**config.mk**
```make
export PLATFORM = sky130hd
export DESIGN_NAME = mem_stage
export DESIGN_NICKNAME = d
export VERILOG_FILES = /design/src/rtl/mem_stage.sv
export SDC_FILE = /design/constraint.sdc
export NUM_CORES = 1
export LEC_CHECK = 0
export ABC_CLOCK_PERIOD_IN_PS = 2400
export BUFFER_PORTS_ARGS = -buffer_cell sky130_fd_sc_hd__buf_2
export CAP_MARGIN = 30
export CORE_MARGIN = 4
export CORE_UTILIZATION = 44
export DETAILED_ROUTE_END_ITERATION = 10
export PLACE_DENSITY = 0.83
export SLEW_MARGIN = 20
export SYNTH_ARGS = -nofsm -noshare
export SYNTH_HDL_FRONTEND = slang
export SYNTH_SLANG_ARGS = --single-unit
```
**constraint.sdc**
```tcl
create_clock -name clk -period 2.4 [get_ports clk]
set_input_delay 0.48 -clock clk [delete_from_list [all_inputs] [get_ports clk]]
set_output_delay 0.48 -clock clk [all_outputs]
set_load 0.02 [all_outputs]
```
**src/rtl/mem_stage.sv**
```systemverilog
// mem_stage -- memory-access stage sitting directly behind the EX/MEM register.
//
// Turns the registered memory command into a request/acknowledge transaction
// on the data bus, holds the pipeline with stallreq while the access is
// outstanding, and registers the writeback result toward WB. Accesses that
// never see an acknowledge are aborted after TIMEOUT BUSY cycles.
//
// Ports:
//   clk, rst           clock (rising edge), asynchronous active-low reset
//   mem_memrw          00 idle, 01 read, 10 write, 11 reserved (idle)
//   mem_memaddr        byte address (must be word aligned)
//   mem_memdata        store data
//   mem_wdata          ALU result for non-load instructions
//   mem_waddr, mem_we  destination register and its write enable
//   bus_req, bus_we    registered bus request / write strobe
//   bus_addr, bus_wdata registered bus address / store data
//   bus_rdata, bus_ack load data and single-cycle completion pulse
//   stallreq           combinational stall request to EX/MEM and upstream
//   bus_err            registered one-cycle pulse: timeout or misaligned
//   wb_wdata, wb_waddr, wb_we  registered writeback result
module mem_stage #(
  parameter int unsigned TIMEOUT = 255
) (
  input  logic        clk,
  input  logic        rst,
  input  logic [1:0]  mem_memrw,
  input  logic [31:0] mem_memaddr,
  input  logic [31:0] mem_memdata,
  input  logic [31:0] mem_wdata,
  input  logic [4:0]  mem_waddr,
  input  logic        mem_we,
  output logic        bus_req,
  output logic        bus_we,
  output logic [31:0] bus_addr,
  output logic [31:0] bus_wdata,
  input  logic [31:0] bus_rdata,
  input  logic        bus_ack,
  output logic        stallreq,
  output logic        bus_err,
  output logic [31:0] wb_wdata,
  output logic [4:0]  wb_waddr,
  output logic        wb_we
);

  typedef enum logic {
    IDLE = 1'b0,
    BUSY = 1'b1
  } state_t;

  // Counter value of the last BUSY cycle allowed before the abort.
  localparam logic [7:0] LAST_CNT = 8'(TIMEOUT - 1);

  state_t      state_reg, state_next;
  logic [7:0]  cnt_reg, cnt_next;
  logic        bus_req_reg, bus_req_next;
  logic        bus_we_reg, bus_we_next;
  logic [31:0] bus_addr_reg, bus_addr_next;
  logic [31:0] bus_wdata_reg, bus_wdata_next;
  logic        bus_err_reg, bus_err_next;
  logic [31:0] wb_wdata_reg, wb_wdata_next;
  logic [4:0]  wb_waddr_reg, wb_waddr_next;
  logic        wb_we_reg, wb_we_next;
  logic        stall_comb;

  logic is_rd, is_wr, is_acc, aligned, timeout_hit;

  assign is_rd       = (mem_memrw == 2'b01);
  assign is_wr       = (mem_memrw == 2'b10);
  assign is_acc      = is_rd | is_wr;
  assign aligned     = (mem_memaddr[1:0] == 2'b00);
  assign timeout_hit = (cnt_reg == LAST_CNT);

  always_ff @(posedge clk or negedge rst) begin
    if (!rst) begin
      state_reg     <= IDLE;
      cnt_reg       <= '0;
      bus_req_reg   <= 1'b0;
      bus_we_reg    <= 1'b0;
      bus_addr_reg  <= '0;
      bus_wdata_reg <= '0;
      bus_err_reg   <= 1'b0;
      wb_wdata_reg  <= '0;
      wb_waddr_reg  <= '0;
      wb_we_reg     <= 1'b0;
    end else begin
      state_reg     <= state_next;
      cnt_reg       <= cnt_next;
      bus_req_reg   <= bus_req_next;
      bus_we_reg    <= bus_we_next;
      bus_addr_reg  <= bus_addr_next;
      bus_wdata_reg <= bus_wdata_next;
      bus_err_reg   <= bus_err_next;
      wb_wdata_reg  <= wb_wdata_next;
      wb_waddr_reg  <= wb_waddr_next;
      wb_we_reg     <= wb_we_next;
    end
  end

  always_comb begin
    state_next     = state_reg;
    cnt_next       = cnt_reg;
    bus_req_next   = bus_req_reg;
    bus_we_next    = bus_we_reg;
    bus_addr_next  = bus_addr_reg;
    bus_wdata_next = bus_wdata_reg;
    bus_err_next   = 1'b0;
    wb_wdata_next  = mem_wdata;
    wb_waddr_next  = mem_waddr;
    wb_we_next     = mem_we;
    stall_comb     = 1'b0;

    case (state_reg)
      IDLE: begin
        if (is_acc && aligned) begin
          // Issue: launch the bus cycle and push a bubble toward WB.
          stall_comb     = 1'b1;
          state_next     = BUSY;
          cnt_next       = '0;
          bus_req_next   = 1'b1;
          bus_we_next    = is_wr;
          bus_addr_next  = mem_memaddr;
          bus_wdata_next = mem_memdata;
          wb_wdata_next  = '0;
          wb_waddr_next  = '0;
          wb_we_next     = 1'b0;
        end else if (is_acc) begin
          // Misaligned: no bus cycle, flag the error; a load returns zero.
          bus_err_next  = 1'b1;
          wb_wdata_next = is_wr ? mem_wdata : 32'h0;
        end
        // Idle/reserved commands fall through to the pass-through defaults.
      end

      BUSY: begin
        if (bus_ack || timeout_hit) begin
          // Completion or abort; the ack takes priority over the timeout.
          state_next   = IDLE;
          bus_req_next = 1'b0;
          bus_we_next  = 1'b0;
          bus_err_next = ~bus_ack;
          if (bus_we_reg)
            wb_wdata_next = mem_wdata;
          else
            wb_wdata_next = bus_ack ? bus_rdata : 32'h0;
        end else begin
          stall_comb    = 1'b1;
          cnt_next      = cnt_reg + 8'd1;
          wb_wdata_next = '0;
          wb_waddr_next = '0;
          wb_we_next    = 1'b0;
        end
      end

      default: state_next = IDLE;
    endcase
  end

  // Reset holds the pipeline free even though the state is IDLE already.
  assign stallreq  = rst ? stall_comb : 1'b0;

  assign bus_req   = bus_req_reg;
  assign bus_we    = bus_we_reg;
  assign bus_addr  = bus_addr_reg;
  assign bus_wdata = bus_wdata_reg;
  assign bus_err   = bus_err_reg;
  assign wb_wdata  = wb_wdata_reg;
  assign wb_waddr  = wb_waddr_reg;
  assign wb_we     = wb_we_reg;

endmodule

```
==> metrics.log, run 1 <==
INFO  metric fillerInstances = 794
INFO  metric regToRegEndpoint = wb_wdata[7]
INFO  metric rows = 36
INFO  metric post_synth_xor_area_fraction = 0.00593
INFO  metric non_filler_cell_area_final = 0.00641 mm2
INFO  metric reg2reg_from = cnt_reg[0]
INFO  metric syn_avg_cell_area = 10.5 um2
INFO  metric synthesis.yosys.warnings = 0
INFO  metric die-height = 108 um
INFO  metric power_leakage = 3.69 nW
INFO  metric maxCapViolations = 0
INFO  metric number_of_clock_sinks_seen_by_cts = 114
INFO  metric timing_max_transition_violations_final = 0
INFO  metric dr.pass1.iters = 6
INFO  metric synthAdderAreaFrac = 0.00848
INFO  metric h-tree-depth = 4
INFO  metric fin_cells = 818
INFO  metric main_combinational_cell_family_by_area_after_synthesis = simple AND/OR/NAND/NOR gates
INFO  metric worstSetupPathType = reg -> out
INFO  metric post_synthesis_cell_count = 420
INFO  metric run_status = finished clean
INFO  metric p_switching = 0.00193 W
INFO  metric area.growth.synth_to_final = 44.7%
INFO  metric hold_buffers = 0
INFO  metric num_antenna_cells = 0
INFO  metric clock_latency = 0.50 ns
INFO  metric groute.usage.overall = 0.204
INFO  metric max_freq = 430 MHz
INFO  metric worst_clock_skew = 0.00682 ns
INFO  metric distinct_cell_type_count_after_synthesis = 33
INFO  metric wirelength = 12000 um
INFO  metric tritoncts.num_buffers = 17
INFO  metric max_slew_margin = 0.419
INFO  metric netlist_area = 0.00443 mm2
INFO  metric cp-start-kind = register
INFO  metric max_stage_delay = 0.39 ns
INFO  metric clockBufferDepth = 2
INFO  metric first_global_vias = 4023
INFO  metric drc = 0
INFO  metric floorplan.io_pins = 245
INFO  metric synth.area.mux_share = 0
INFO  metric layout.core_utilization = 0.655
INFO  metric vias_per_cell = 4.85
INFO  metric wl_per_cell = 14.6 um
INFO  metric first_iter_violations = 194
INFO  metric compound_gate_portion_of_the_synthesized_area = 0.0989
INFO  metric io_buffers = 244
INFO  metric cts_tree = done
INFO  metric timing.critical_path.fanout_max = 4
INFO  metric tightest_slew = 0.871 ns
INFO  metric post-route-min-period = 2.33 ns
INFO  metric power.density = 995 mW/mm2
INFO  metric synthSimpleGateAreaFrac = 0.207
INFO  metric critPathTopFamily = simple AND/OR/NAND/NOR gates
INFO  metric synth-seq-cells = 114
INFO  metric finish.net_count = 816
INFO  metric reg2reg_slack = 0.33 ns
INFO  metric clk_root_buffer_cell = clkbuf_8
INFO  metric route.antenna.remaining_nets = 0
INFO  metric reg2reg_depth = 7
INFO  metric timing.critical_path.to_type = output port
INFO  metric required_time_worst_endpoint = 1.92 ns
INFO  metric placedCellCount = 780
INFO  metric timing.hold.ws = 0.103 ns
INFO  metric antenna_violations_before_repair = 0
INFO  metric p_int = 0.00445 W
INFO  metric timing.critical_path.cells = inv_1, ha_2, and4_4, a21boi_4, nor2_4, inv_2, and2_4, buf_6
INFO  metric synthesis.nets = 562
INFO  metric power.share.sequential = 0.388
INFO  metric power_frac_clock = 0.372
INFO  metric grt_overflow_total = 0
INFO  metric weighted_congestion_at_the_end_of_routability_driven_global_placement = 0.790
INFO  metric final_layout_size_suffix_gt1_frac = 0.469
INFO  metric path_clk_slew = 0.06 ns
INFO  metric synth_seq_area_share = 0.644
INFO  metric grt_start_max_net_pins = 115
INFO  metric placeableCoreArea = 0.00977 mm2
INFO  metric irDropWorstVdd = 460 uV
INFO  metric setup_viol = 0
INFO  metric critPathBufInv = 3
INFO  metric worstPathArrival = 1.85 ns
INFO  metric die_w = 108 um
INFO  metric power.share.combinational = 0.240
INFO  metric switching_share = 0.302
INFO  metric die_outline_area = 0.0117 mm2
INFO  metric placed_inst_area = 0.00575 mm2
INFO  metric number_of_hold_slack_violations_in_the_final_timing_report = 0
INFO  metric grt_first_pass_wirelength = 18800 um
INFO  metric min_period_over_period = 0.969
INFO  metric start_util = 0.453
INFO  metric critical-path-slowest-cell = dfrtp_1
INFO  metric vias = 3967
INFO  metric hpwl = 8610 um
INFO  metric timing.hold.worst.class = in -> async
## per-stage QoR
step	total power [W]	TNS (ns)	setup WS [ns]
floorplan	0.00335	0	0.508
global placement	0.00393	0	0.122
detailed placement	0.00399	0	0.210
CTS	0.00642	0	0.00690
global route	0.00670	-0.0127	-0.0127
finish	0.00637	0	0.0739
## per-layer routing
layer,vias to the layer above,GRT usage,wire length (um)
li1,1880,-,-
met1,1920,0.247,4560
met2,146,0.353,6270
met3,21,0.0525,933
met4,0,0.0748,208
met5,-,0,0
## cell usage in the layout, fill, tap and decap left out, types with 4 or more instances in the layout
cell type / Yosys / routed
a22o_1: 14 / 14
a22o_2: 21 / 21
and3_1: 7 / 7
buf_2: 3 / 242
buf_4: 6 / 13
clkbuf_16: 0 / 16
clkbuf_8: 0 / 6
dfrtp_1: 114 / 113
nand2_1: 188 / 188
nand3_1: 10 / 10
o21ai_0: 4 / 4
## power groups by stage
stage | Sequential [W] | Clock (W) | Combinational, W
after floorplan | 0.00294 | 0 | 0.000409
after global placement | 0.00249 | 0 | 0.00144
after detailed placement | 0.00251 | 0 | 0.00148
after CTS | 0.00247 | 0.00242 | 0.00152
after global routing | 0.00251 | 0.00252 | 0.00167
final | 0.00247 | 0.00237 | 0.00153
## area by class of cell
cell class / count / area, um2 / area share
inverter: 4 / 15.0 / 0.00234
clock inverter: 5 / 75.1 / 0.0117
sequential: 114 / 2850 / 0.446
tap: 133 / 166 / 0.0260
clock buffer: 25 / 494 / 0.0771
timing repair buffer: 257 / 1340 / 0.209
multi-input combinational: 280 / 1460 / 0.228
## cells in the mapped netlist
master,n,area (um2)
a211o_1,2,17.5
a21boi_2,1,11.3
a21oi_1,1,5.00
a21oi_2,1,8.76
a22o_1,14,123
a22o_2,21,210
a31o_2,1,8.76
and2_1,4,25.0
and2b_1,1,7.51
and3_1,7,43.8
and3_2,2,15.0
and4_4,1,11.3
buf_2,3,15.0
buf_4,6,45.0
buf_6,3,33.8
clkbuf_1,8,30.0
dfrtp_1,114,2850
dlygate4sd1_1,2,17.5
ha_1,3,37.5
inv_1,4,15.0
nand2_1,188,706
nand2b_1,1,6.26
nand3_1,10,50.1
nand4_1,2,12.5
nor2_1,5,18.8
nor3_1,3,15.0
o21a_1,1,7.51
o21ai_0,4,20.0
o21ai_1,1,5.00
o22ai_2,1,12.5
o311ai_0,1,8.76
or2_2,1,6.26
xnor2_1,3,26.3
## cell families (layout without fill, tap and decap cells)
family	count (synthesis)	in the layout
AND/OR/NAND/NOR	225	225
buffers and inverters	26	291
flip-flops	114	114
XOR/XNOR	3	3
AO/OA/AOI/OAI	49	49
adder cells (fa/ha/maj)	3	3
## worst register-to-register path, stage by stage (launching register included)
cell and delay, ns:
dfrtp_1 0.39, inv_1 0.07, ha_2 0.17, and4_4 0.24, buf_4 0.12, a21oi_2 0.07, o22ai_4 0.68, a22o_2 0.28
## worst max-delay path by stage
| stage | start | to | slack [ns] | cells after the start |
|---|---|---|---|---|
| floorplan | cnt_reg[0] | stallreq | 0.51 | 7 |
| global placement | mem_memrw[0] | wb_wdata[12] | 0.12 | 6 |
| detailed placement | bus_ack | stallreq | 0.21 | 7 |
| CTS | state_reg | stallreq | 0.007 | 6 |
| global route | cnt_reg[0] | stallreq | -0.01 | 8 |
| finish | cnt_reg[0] | stallreq | 0.07 | 8 |
## timing repair
item | CTS | global route
setup buffers | 3 | 5
resized for setup | 3 | 6
pin swaps | 2 | 2
cloned | 0 | 0
endpoints found under the setup margin | 1 | 1
Power figures use the tool's default switching activity.
==> run 2, diff against run 1 <==
--- a/config.mk
+++ b/config.mk
@@ -6,7 +6,7 @@
 export NUM_CORES = 1
 export LEC_CHECK = 0
 export ABC_CLOCK_PERIOD_IN_PS = 2400
-export BUFFER_PORTS_ARGS = -buffer_cell sky130_fd_sc_hd__buf_2
+export BUFFER_PORTS_ARGS = -buffer_cell sky130_fd_sc_hd__buf_4
 export CAP_MARGIN = 30
 export CORE_MARGIN = 4
 export CORE_UTILIZATION = 44
==> run 2 against run 1 <==
- clock power down 9.3%
- non-clock buffer count down 3
- die area unchanged
- wire length grew 4.5%
- flip-flop and latch count is the same
- critical path depth unchanged
- cell count fell by 0.49%
- combinational power rose by 16%
- utilization is 5.3 points higher
- sequential share of layout area decreased by 3.3 points
- critical endpoint unchanged
- largest power group unchanged
==> metrics.log, run 2 (synthesized netlist as in run 1, its figures left out) <==
INFO  metric clock_latency = 0.51 ns (about the same)
INFO  metric rows = 36 (unchanged)
INFO  metric io_buffers = 244 (unchanged)
INFO  metric timing.hold.ws = 0.0945 ns (-0.00821 ns)
INFO  metric grt_start_max_net_pins = 115 (unchanged)
INFO  metric area.growth.synth_to_final = 56.4%
INFO  metric non_filler_cell_area_final = 0.00693 mm2 (+8.1%)
INFO  metric totalNegativeSetupSlack = 0 ns (unchanged)
INFO  metric number_of_hold_slack_violations_in_the_final_timing_report = 0 (unchanged)
INFO  metric required_time_worst_endpoint = 1.92 ns (about the same)
INFO  metric power_leakage = 3.82 nW (+3.4%)
INFO  metric weighted_congestion_at_the_end_of_routability_driven_global_placement = 0.866 (+9.5%)
INFO  metric first_global_vias = 3899 (-3.1%)
INFO  metric hpwl = 9050 um (+5.2%)
INFO  metric tritoncts.num_buffers = 17 (unchanged)
INFO  metric hold_buffers = 0 (unchanged)
INFO  metric placedCellCount = 780 (unchanged)
INFO  metric irDropWorstVdd = 458 uV (-0.39%)
INFO  metric placed_inst_area = 0.00636 mm2 (+11%)
INFO  metric run_status = finished clean
INFO  metric number_of_clock_sinks_seen_by_cts = 114 (unchanged)
INFO  metric most_frequent_standard_cell_in_the_layout_excluding_fill_and_tap_cells = buf_4
INFO  metric route.antenna.remaining_nets = 0 (unchanged)
INFO  metric wl_per_cell = 15.4 um (+5.0%)
INFO  metric grt_first_pass_wirelength = 19000 um (+0.99%)
INFO  metric tightest_slew = 0.881 ns (+0.00962 ns)
INFO  metric worst_clock_skew = 0.00450 ns (-0.00232 ns)
INFO  metric groute.usage.overall = 0.212 (+0.00768)
INFO  metric grt_overflow_total = 0 (unchanged)
INFO  metric worstPathArrival = 1.83 ns (-0.02 ns)
INFO  metric first_iter_violations = 211 (+8.8%)
INFO  metric placement.setup.worst_slack = 0.231 ns (+0.0211 ns)
INFO  metric floorplan.io_pins = 245 (unchanged)
INFO  metric die-height = 108 um (unchanged)
INFO  metric drc = 0 (unchanged)
INFO  metric die_outline_area = 0.0117 mm2 (unchanged)
INFO  metric dr.pass1.iters = 5 (-1)
INFO  metric worstSetupPathType = reg -> out
INFO  metric vias = 3937 (-0.76%)
INFO  metric num_antenna_cells = 0 (unchanged)
INFO  metric timing.critical_path.to_type = output port
INFO  metric die_w = 108 um (unchanged)
INFO  metric maxCapViolations = 0 (unchanged)
INFO  metric timing_max_transition_violations_final = 0 (unchanged)
INFO  metric path_clk_slew = 0.05 ns (about the same)
INFO  metric vias_per_cell = 4.84 (-0.27%)
INFO  metric max_slew_margin = 0.413 (-0.00641)
INFO  metric finish.net_count = 813 (-0.37%)
INFO  metric power.density = 927 mW/mm2 (-6.8%)
INFO  metric min_period_over_period = 0.964 (-0.00540)
INFO  metric h-tree-depth = 4 (unchanged)
INFO  metric cts_tree = done
INFO  metric setup_viol = 0 (unchanged)
INFO  metric timing.hold.worst.class = in -> async
INFO  metric cp-start-kind = register
INFO  metric unrepaired_setup_endpoints_after_global_routing = no
INFO  metric clockBufferDepth = 2 (unchanged)
INFO  metric wirelength = 12500 um (+4.5%)
INFO  metric fin_cells = 814 (-0.49%)
INFO  metric final_cell_mix = buf_4 (252), nand2_1 (188), dfrtp_1 (112)
INFO  metric antenna_violations_before_repair = 0 (unchanged)
INFO  metric start_util = 0.453 (unchanged)
INFO  metric final_layout_size_suffix_gt1_frac = 0.468 (about the same)
INFO  metric placeableCoreArea = 0.00977 mm2 (unchanged)
INFO  metric post-route-min-period = 2.31 ns (-0.0130 ns)
INFO  metric setup_ws = 0.0868 ns (+0.0130 ns)
INFO  metric clk_root_buffer_cell = clkbuf_8
INFO  metric max_freq = 432 MHz (+0.56%)
INFO  metric timing.critical_path.fanout_max = 2 (-2)
## run 2: cell count changes in the layout (fill, tap and decap cells not counted), sizes merged
cell	before	now
bufinv	2	1
clkbuf	25	21
clkinv	3	7
buf	257	254
## run 2: layer usage
metal	vias to the layer above	global-route usage	routed length, um
li1	1876	-	-
met1	1878	0.247	4780
met2	167	0.372	6600
met3	16	0.0621	1020
met4	0	0.0748	114
met5	-	0	0
## run 2: final cells by class
type / count / area [um2]
fillers: 702 / 2850
inverters: 4 / 15.0
clock buffers: 21 / 439
multi-input cells: 280 / 1460
clock inverters: 8 / 65.1
repair buffers: 254 / 1920
flip-flops and latches: 114 / 2860
well taps: 133 / 166
## run 2: path summary, 6_finish.rpt
kind / startpoint / endpoint / slack [ns] / depth (start not counted)
max reg2reg: cnt_reg[0] / wb_wdata[12] / 0.33 / 7
min reg2reg: bus_addr[2] / bus_addr[2] / 0.47 / 2
min in group clk: mem_memdata[1] / bus_wdata[1] / 0.16 / 3
min: rst / bus_err / 0.09 / 2
max in group asynchronous: rst / cnt_reg[0] / 1.88 / 2
max: cnt_reg[0] / stallreq / 0.09 / 8
## run 2: timing repair
| item | CTS | global route |
|---|---|---|
| pin swaps | 2 | 1 |
| resized for setup | 7 | 3 |
| buffers inserted | 5 | 0 |
| endpoints found under the setup margin | 1 | 1 |
## run 2: power by group
| group | total, W | switching [W] | internal (W) |
|---|---|---|---|
| clock | 0.00215 | 0.000790 | 0.00136 |
| sequential | 0.00249 | 0.000194 | 0.00229 |
| combinational | 0.00178 | 0.000982 | 0.000801 |
| total | 0.00642 | 0.00197 | 0.00445 |
## run 2: per-stage QoR
stage / util / total power, W
floorplan: - / 0.00335
global placement: 0.649 / 0.00421
detailed placement: 0.650 / 0.00427
CTS: 0.708 / 0.00648
global route: 0.709 / 0.00673
finish: 0.709 / 0.00642
## run 2: worst max-delay path: stages (launching register included)
cell	delay [ns]
dfrtp_2	0.41
inv_2	0.06
ha_2	0.16
and4_4	0.23
a21boi_4	0.06
nor2_4	0.09
inv_2	0.04
and2_4	0.15
buf_6	0.12
==> run 3, diff against run 2 <==
==> constraint.sdc (replaced) <==
create_clock -name clk -period 2.4 [get_ports clk]
set_input_delay 0.48 -clock clk [delete_from_list [all_inputs] [get_ports clk]]
set_output_delay 0.48 -clock clk [all_outputs]
set_load 0.01 [all_outputs]
==> run 3 against run 2 <==
- sequential share of layout area down 0.071 points
- utilization grew 0.15 points
- non-clock buffer count unchanged
- critical endpoint unchanged
- global-route usage up 0.97 points
- cell area rose by 0.22%
==> metrics.log, run 3 (synthesized netlist as in run 1, its figures left out) <==
INFO  metric final_layout_size_suffix_gt1_frac = 0.469 (about the same)
INFO  metric vias = 3970 (+0.84%)
INFO  metric die-height = 108 um (unchanged)
INFO  metric io_buffers = 244 (unchanged)
INFO  metric number_of_hold_slack_violations_in_the_final_timing_report = 0 (unchanged)
INFO  metric post-route-min-period = 2.32 ns (+0.00836 ns)
INFO  metric worstPathArrival = 1.84 ns (about the same)
INFO  metric hpwl = 9190 um (+1.5%)
INFO  metric dr.pass1.iters = 4 (-1)
INFO  metric drc = 0 (unchanged)
INFO  metric weighted_congestion_at_the_end_of_routability_driven_global_placement = 0.846 (-2.2%)
INFO  metric grt_first_pass_wirelength = 20000 um (+5.2%)
INFO  metric maxCapViolations = 0 (unchanged)
INFO  metric power.density = 886 mW/mm2 (-4.4%)
INFO  metric grt_overflow_total = 0 (unchanged)
INFO  metric max_slew_margin = 0.431 (+0.0186)
INFO  metric layout.core_utilization = 0.710 (+0.00154)
INFO  metric worstSetupPathType = reg -> out
INFO  metric power_leakage = 3.82 nW (about the same)
INFO  metric num_antenna_cells = 0 (unchanged)
INFO  metric run_status = finished clean
INFO  metric timing.critical_path.to_type = output port
INFO  metric die_w = 108 um (unchanged)
INFO  metric grt_start_max_net_pins = 115 (unchanged)
INFO  metric setup_viol = 0 (unchanged)
INFO  metric worst_clock_skew = 0.00770 ns (+0.00320 ns)
INFO  metric min_period_over_period = 0.967 (+0.00349)
INFO  metric number_of_clock_sinks_seen_by_cts = 114 (unchanged)
INFO  metric cp-start-kind = register
INFO  metric path_clk_slew = 0.05 ns (about the same)
INFO  metric first_global_vias = 4081 (+4.7%)
INFO  metric placeableCoreArea = 0.00977 mm2 (unchanged)
INFO  metric clk_root_buffer_cell = clkbuf_8
INFO  metric timing_max_transition_violations_final = 0 (unchanged)
INFO  metric rows = 36 (unchanged)
INFO  metric cts_tree = done
INFO  metric tritoncts.num_buffers = 17 (unchanged)
INFO  metric floorplan.io_pins = 245 (unchanged)
INFO  metric route.antenna.remaining_nets = 0 (unchanged)
INFO  metric die_outline_area = 0.0117 mm2 (unchanged)
INFO  metric vias_per_cell = 4.87 (+0.59%)
INFO  metric timing.hold.worst.class = in -> async
INFO  metric finish.net_count = 813 (unchanged)
INFO  metric hold_buffers = 0 (unchanged)
INFO  metric clockBufferDepth = 2 (unchanged)
INFO  metric timing.hold.ws = 0.0365 ns (-0.0580 ns)
INFO  metric most_frequent_standard_cell_in_the_layout_excluding_fill_and_tap_cells = buf_4
INFO  metric required_time_worst_endpoint = 1.92 ns (about the same)
INFO  metric tightest_slew = 0.853 ns (-0.0278 ns)
INFO  metric wirelength = 13000 um (+3.8%)
INFO  metric first_iter_violations = 246 (+17%)
INFO  metric final_cell_mix = buf_4 (253), nand2_1 (188), dfrtp_1 (111)
INFO  metric antenna_violations_before_repair = 0 (unchanged)
INFO  metric start_util = 0.453 (unchanged)
INFO  metric clock_latency = 0.51 ns (about the same)
INFO  metric max_freq = 431 MHz (-0.36%)
INFO  metric h-tree-depth = 4 (unchanged)
INFO  metric area.growth.synth_to_final = 56.7%
INFO  metric wl_per_cell = 15.9 um (+3.5%)
INFO  metric timing.critical_path.fanout_max = 2 (unchanged)
INFO  metric irDropWorstVdd = 473 uV (+3.3%)
INFO  metric groute.usage.overall = 0.221 (+0.00973)
[run 3: cell types whose count changed in the layout (fill, tap and decap cells not counted), sizes merged]
cell / delta
clkbuf: +4
bufinv: -1
clkinv: -1
[run 3: metrics by stage]
| step | total power [W] | cells | area (um2) | setup slack [ns] | setup TNS (ns) |
|---|---|---|---|---|---|
| after CTS | 0.00619 | 815 | 6920 | 0.00592 | 0 |
| after detailed placement | 0.00400 | 780 | 6360 | 0.232 | 0 |
| after global placement | 0.00393 | 780 | 6340 | 0.124 | 0 |
| final | 0.00615 | 816 | 6940 | 0.0785 | 0 |
| after global routing | 0.00646 | 816 | 6940 | -0.00456 | -0.00456 |
| after floorplan | 0.00308 | 420 | 4430 | 0.545 | 0 |
[run 3: what timing repair did]
| action | in CTS | in global routing |
|---|---|---|
| setup buffers | 4 | 1 |
| hold endpoints to repair | 0 | 0 |
| pin swaps | 2 | 1 |
| gates resized for setup | 5 | 5 |
| setup endpoints to repair | 1 | 1 |
[run 3: final cells by class]
cell class,instances,area [um2]
Timing Repair Buffer,254,1920
Sequential cell,114,2860
Tap cell,133,166
Fill cell,699,2830
Multi-Input combinational cell,280,1470
Clock buffer,25,484
Inverter,4,15.0
Clock inverter,6,30.0
[run 3: where the power goes]
group | switching [W] | internal (W) | total, W
logic | 0.000708 | 0.000784 | 0.00149
registers | 0.000208 | 0.00229 | 0.00250
clock network | 0.000799 | 0.00136 | 0.00216
total | 0.00172 | 0.00443 | 0.00615
[run 3: worst max-delay path, cell delays in order (launching register included)]
cell and delay, ns:
dfrtp_2 0.41, inv_2 0.07, ha_4 0.13, and4_4 0.23, a21boi_4 0.07, nor2_4 0.10, inv_2 0.04, and2_1 0.15
buf_4 0.14
[run 3: path summary, 6_finish.rpt]
kind,from,endpoint,cells after the start,slack [ns]
setup reg to reg,cnt_reg[0],wb_wdata[18],8,0.28
hold / removal,rst,wb_wdata[20],2,0.04
setup / recovery,cnt_reg[0],stallreq,8,0.08
hold reg to reg,bus_addr[8],bus_addr[8],2,0.47
max in group asynchronous,rst,bus_addr[12],2,1.84
min in group clk,mem_memaddr[3],bus_addr[3],3,0.16
[run 3: per-layer routing]
metal | GRT usage | routed length [um]
met5 | 0 | 0
met1 | 0.255 | 4890
met2 | 0.391 | 6890
met4 | 0.0884 | 250
met3 | 0.0603 | 952
